<file path="src/rtl/radix4_booth_mul_hs.sv">
// Iterative radix-4 Booth multiplier with valid/ready handshakes on both sides,
// per-operation signed/unsigned mode and optional accumulation into the last result.
module radix4_booth_mul_hs #(
  parameter int WIDTH = 8
) (
  input  logic               clk,
  input  logic               rst_n,
  input  logic               abort,
  input  logic               in_valid,
  output logic               in_ready,
  input  logic [WIDTH-1:0]   in_a,
  input  logic [WIDTH-1:0]   in_b,
  input  logic               in_signed,
  input  logic               in_acc,
  output logic               out_valid,
  input  logic               out_ready,
  output logic [2*WIDTH-1:0] out_result,
  output logic               busy
);
  // state  | meaning
  // S_IDLE | waiting for an operand pair, in_ready high
  // S_BUSY | one Booth step per cycle, N_ITER cycles
  // S_DONE | result presented, held until out_ready or abort

  localparam int EW     = 2 * ((WIDTH + 2) / 2);
  localparam int N_ITER = EW / 2;
  localparam int CW     = (N_ITER > 1) ? $clog2(N_ITER) : 1;
  localparam int HW     = EW + 2;
  localparam int PW     = HW + EW + 1;
  localparam logic [CW-1:0] CNT_TC = CW'(N_ITER - 1);

  if (WIDTH < 2) begin : g_width_check
    $fatal(1, "radix4_booth_mul_hs: WIDTH must be >= 2");
  end

  typedef enum logic [1:0] {S_IDLE, S_BUSY, S_DONE} state_t;

  state_t              r_state;
  logic [EW-1:0]       r_a;
  logic [PW-1:0]       r_p;
  logic [CW-1:0]       r_cnt;
  logic                r_acc_flag;
  logic [2*WIDTH-1:0]  r_acc;
  logic [2*WIDTH-1:0]  r_result;
  logic                r_in_ready;
  logic                r_out_valid;
  logic                r_busy;

  logic [EW-1:0]       w_a_ext;
  logic [EW-1:0]       w_b_ext;
  logic [EW:0]         w_enc;
  logic [HW-1:0]       w_hi_sum;
  logic [PW-1:0]       w_p_sum;
  logic [PW-1:0]       w_p_next;
  logic [2*WIDTH-1:0]  w_prod;
  logic [2*WIDTH-1:0]  w_res;

  assign w_a_ext = in_signed ? {{(EW-WIDTH){in_a[WIDTH-1]}}, in_a}
                             : {{(EW-WIDTH){1'b0}}, in_a};
  assign w_b_ext = in_signed ? {{(EW-WIDTH){in_b[WIDTH-1]}}, in_b}
                             : {{(EW-WIDTH){1'b0}}, in_b};

  always_comb begin
    w_enc = '0;
    case (r_p[2:0])
      3'b001, 3'b010: w_enc = {r_a[EW-1], r_a};
      3'b011:         w_enc = {r_a, 1'b0};
      3'b100:         w_enc = -{r_a, 1'b0};
      3'b101, 3'b110: w_enc = -{r_a[EW-1], r_a};
      default:        w_enc = '0;
    endcase
  end

  // Upper field carries one guard bit beyond EW+1 so running sums never overflow.
  assign w_hi_sum = r_p[PW-1:EW+1] + {w_enc[EW], w_enc};
  assign w_p_sum  = {w_hi_sum, r_p[EW:0]};
  assign w_p_next = {{2{w_p_sum[PW-1]}}, w_p_sum[PW-1:2]};
  assign w_prod   = w_p_next[2*WIDTH:1];
  assign w_res    = w_prod + (r_acc_flag ? r_acc : '0);

  always_ff @(posedge clk or negedge rst_n) begin
    if (!rst_n) begin
      r_state     <= S_IDLE;
      r_a         <= '0;
      r_p         <= '0;
      r_cnt       <= '0;
      r_acc_flag  <= 1'b0;
      r_acc       <= '0;
      r_result    <= '0;
      r_in_ready  <= 1'b1;
      r_out_valid <= 1'b0;
      r_busy      <= 1'b0;
    end else begin
      case (r_state)
        S_IDLE: begin
          if (in_valid && !abort) begin
            r_a        <= w_a_ext;
            r_p        <= {{HW{1'b0}}, w_b_ext, 1'b0};
            r_acc_flag <= in_acc;
            r_cnt      <= '0;
            r_in_ready <= 1'b0;
            r_busy     <= 1'b1;
            r_state    <= S_BUSY;
          end
        end
        S_BUSY: begin
          if (abort) begin
            r_in_ready <= 1'b1;
            r_busy     <= 1'b0;
            r_state    <= S_IDLE;
          end else begin
            r_p   <= w_p_next;
            r_cnt <= r_cnt + CW'(1);
            if (r_cnt == CNT_TC) begin
              r_result    <= w_res;
              r_acc       <= w_res;
              r_out_valid <= 1'b1;
              r_state     <= S_DONE;
            end
          end
        end
        S_DONE: begin
          // abort wins over out_ready; either way the result is retired
          if (abort || out_ready) begin
            r_out_valid <= 1'b0;
            r_in_ready  <= 1'b1;
            r_busy      <= 1'b0;
            r_state     <= S_IDLE;
          end
        end
        default: r_state <= S_IDLE;
      endcase
    end
  end

  assign in_ready   = r_in_ready;
  assign out_valid  = r_out_valid;
  assign out_result = r_result;
  assign busy       = r_busy;

endmodule
</file>
<file path="config.mk">
export PLATFORM = sky130hd
export DESIGN_NAME = radix4_booth_mul_hs
export DESIGN_NICKNAME = d
export VERILOG_FILES = /design/src/rtl/radix4_booth_mul_hs.sv
export SDC_FILE = /design/constraint.sdc
export NUM_CORES = 1
export LEC_CHECK = 0
export CAP_MARGIN = 20
export CORE_ASPECT_RATIO = 1.5
export CORE_MARGIN = 3
export CORE_UTILIZATION = 62
export DETAILED_ROUTE_END_ITERATION = 8
export HOLD_SLACK_MARGIN = 0.02
export PLACE_DENSITY = 0.86
export SLEW_MARGIN = 20
export SYNTH_ARGS = -nofsm -noshare
export SYNTH_HDL_FRONTEND = slang
export SYNTH_SLANG_ARGS = --single-unit
</file>
<file path="constraint.sdc">
create_clock -name clk -period 12.1 [get_ports clk]
set_input_delay 2.42 -clock clk [delete_from_list [all_inputs] [get_ports clk]]
set_output_delay 2.42 -clock clk [all_outputs]
set_load 0.01 [all_outputs]
</file>
==> results by group <==
Run status
  – Status: finished, final reports clean

Global routing
  – Antenna violations before repair: 0
  – Largest net degree at the start of global routing: 56
  – Total global-route track usage: approximately a quarter
  – First-pass GRT wire length: around 16000 um
  – Total grt overflow: 0
  – Vias in the first global route: approximately 3600

Clock network
  – Root buf cell: clkbuf_8
  – Worst-skew pair later-pin latency: 0.31 ns
  – CTS Hold Bufs: 0
  – CTS max path bufs: 2
  – Cts bufs inserted: 5
  – H-tree Lvls: 2
  – Clock Sinks: 55
  – CTS clk-pin slew, worst paths: about 0.11 ns
  – CTS tree: done
  – Resized cells post-CTS: 0
  – Setup bufs post-CTS: 0

Floorplan
  – Row count: 35
  – Io pins: 42
  – Core footprint: approximately 6300 um^2
  – Die height: 106 um
  – Initial core utilization: 65.6%
  – Die X: around 73 um
  – Die ar.: 7710 um^2

Pwr
  – Worst vdd ir: 236 uV
  – Tot Pwr: around 1.4 mW
  – P_leak: between 2 and 2.5 nW
  – Cell Pwr Density: around 310 nW/um^2

Worst hold path
  – WHS Path Cells: 2
  – Hold/Removal Path Class: flip-flop to flip-flop
  – Worst Hold End: out_result[8]
  – Min-delay src: out_result[8]

Layout
  – Antenna diodes: 0
  – Final net count: ~560
  – Share of layout cells above drive strength 1: approximately 6.0%
  – Area Overhead vs Synth: 12.7%

Setup path
  – Crit start category: flip-flop
  – CP max-delay cell: or3_2
  – CP dominant cell by count: ha_1
  – CP Max Fanout: 6
  – CP required: ~12 ns
  – R2r endpoint: out_result[15]
  – Worst R2R Start: r_a[0]
  – Worst-case reg-to-reg path depth: 19
  – WP data arrival: 4.81 ns
  – Crit. End Element: flip-flop
  – Worst-path cell chain: inv_1 > ha_1 > inv_1 > or3_2 > nand2_1 > xnor2_1 > a221oi_1 > a21oi_1 > ha_1 > o21a_1 > o31a_1 > o31ai_1 > a21boi_0 > ha_1 > o2111a_1 > a31oi_1 > nand2_1 > xnor2_1 > mux2i_1
  – Worst R2R Setup Slack: about 7.5 ns
  – Setup CP Type: flip-flop to flip-flop
  – Crit-path max cell delay: approximately 0.45 ns

Timing
  – Worst clock skew: around 0.011 ns
  – Max Fclk: approximately 0.22 GHz
  – Max-slew violation count: 0
  – Setup TNS: 0 ns
  – Worst Tran Pin Value: 0.714 ns
  – Period utilization: a little under two fifths
  – Final setup viols: 0
  – Worst slew margin: around 52%
  – Final WS setup: 7.53 ns
  – Final Critical Period: roughly 4.6 ns
  – Final Hold Vio Count: 0
  – RSZ-0062 raised after global routing: false

Synth
  – Syn avg cell area: just under 9 um^2
  – Most common cell in the netlist: nand2_1
  – Post-synth ARST share: 100%
  – Post-synth EDFFs: 0
  – Syn Nets: 530
  – Post-synthesis register bit count: 55
  – Most frequent cells after synthesis: nand2_1 (60), dfrtp_1 (54), o21ai_0 (48)
  – Post-Syn Instances: 472
  – Synth area leaders: dfrtp_1 (33%), ha_1 (10%), o21ai_0 (5.8%)
  – Share of the synthesized area in the top cell type: between 30% and 40%
  – Post-synthesis sequential area ratio: about a third
  – Post-synth top area cell: dfrtp_1
  – Yosys warns: 0
  – Syn Std Cell Area: just over 4000 um^2
  – Ys flop type: dfrtp_1
  – Post-synth cell types: 53

Flow run
  – Max Cap Viol: 0

Routing
  – Drt total wl: ~10000 um
  – DRC: 0
  – Avg WL per Cell: 17.2 um
  – Detail Route Antenna Nets: 0
  – DR iter-0 viols: 200
  – Vias per cell: 6.17
  – Via count: between 3000 and 4000
  – Drt pass-1 iters: 5

Placement
  – Pre-CTS setup slack: slightly above 7 ns
  – Port bufs: between 40 and 50
  – Post-DP HPWL: approximately 7300 um
  – GPL Wtd Cong: 0.879
layout make-up:
type                       instances  area [um^2]
clock inverter                     2         37.5
timing repair buffer              42          413
clock buffer                       6         72.6
sequential                        55         1380
fill                             490         1640
multi-input combinational        374         2590
tap                               74         92.6
inverter                          22         82.6
metrics by stage:
stage | utilization (%) | cells | instance area (um^2) | hold WS (ns)
final | 73.9 | 575 | 4660 | 0.505
after CTS | 73.8 | 575 | 4660 | 0.513
after detailed placement | 72.1 | 567 | 4550 | 0.488
after global routing | 73.9 | 575 | 4660 | 0.539
after floorplan | - | 472 | 4140 | 0.456
after global placement | 72.1 | 567 | 4550 | 0.473
sequential cells by signal (all words and copies together), names as in the netlist:
name / cells
in_ready: 1
r_p: 21
out_result: 16
r_acc_flag: 1
r_cnt: 3
r_state: 2
out_valid: 1
busy: 1
r_a: 9
worst max-delay path by stage:
stage / endpoint / slack [ns] / start / cells after the start
2_1_floorplan: out_result[15] / 8.21 / r_a[0] / 19
3_3_place_gp: out_result[4] / 7.17 / abort / 5
3_5_place_dp: out_result[4] / 7.09 / abort / 5
4_1_cts: out_result[4] / 7.44 / abort / 5
5_1_grt: out_result[15] / 7.14 / r_a[0] / 19
6_report: out_result[15] / 7.53 / r_a[0] / 19
critical path: cells and delay by family, from the launching register on:
family                     cells  cell delay (ns)
and+or+nand+nor                3             0.63
AOI/OAI and AO/OA              8             1.87
adders and majority gates      3             0.88
xor gates and xnor gates       2             0.27
DFF                            1             0.44
muxes                          1             0.20
buffers and inverters          2             0.20
cells by family (layout without fill, tap and decap cells):
logic type                 count (synthesis)  after routing  share of synthesized area, %
AOI/OAI and AO/OA                        143            143                          22.3
and+or+nand+nor                          142            142                          16.6
DFF                                       55             55                          33.3
buffers and inverters                     43             72                          4.30
adders and majority gates                 35             35                          10.9
xor gates and xnor gates                  27             27                          5.72
muxes                                     27             27                          6.84
cell usage in the layout (no fill, tap or decap), types with 7 or more instances in the layout:
cell	netlist	routed
mux2_2	10	10
xor2_1	13	13
o21a_1	9	9
a21oi_1	26	26
nor2b_1	7	7
nand2_1	60	60
mux2i_1	17	17
clkdlybuf4s50_1	0	40
xnor2_1	14	14
nor2_1	20	20
inv_1	21	21
ha_1	33	33
dfrtp_1	54	54
and2_1	16	16
o21ai_0	48	48
layer usage:
| layer | track usage (%) | vias up | share of wire [%] | wire length [um] |
|---|---|---|---|---|
| met5 | 0 | - | 0 | 0 |
| met4 | 8.71 | 0 | 2.5 | 247 |
| met3 | 4.35 | 17 | 3.7 | 362 |
| met2 | 48.4 | 93 | 54 | 5370 |
| met1 | 30.3 | 1691 | 39 | 3900 |
| li1 | - | 1746 | - | - |
report_power, final:
group / internal (mW) / switching [mW] / total, mW
Combinational: 0.433 / 0.520 / 0.953
Sequential: 0.264 / 0.106 / 0.370
Clock: 0.0619 / 0.0638 / 0.126
(Power assumes the default switching activity.)
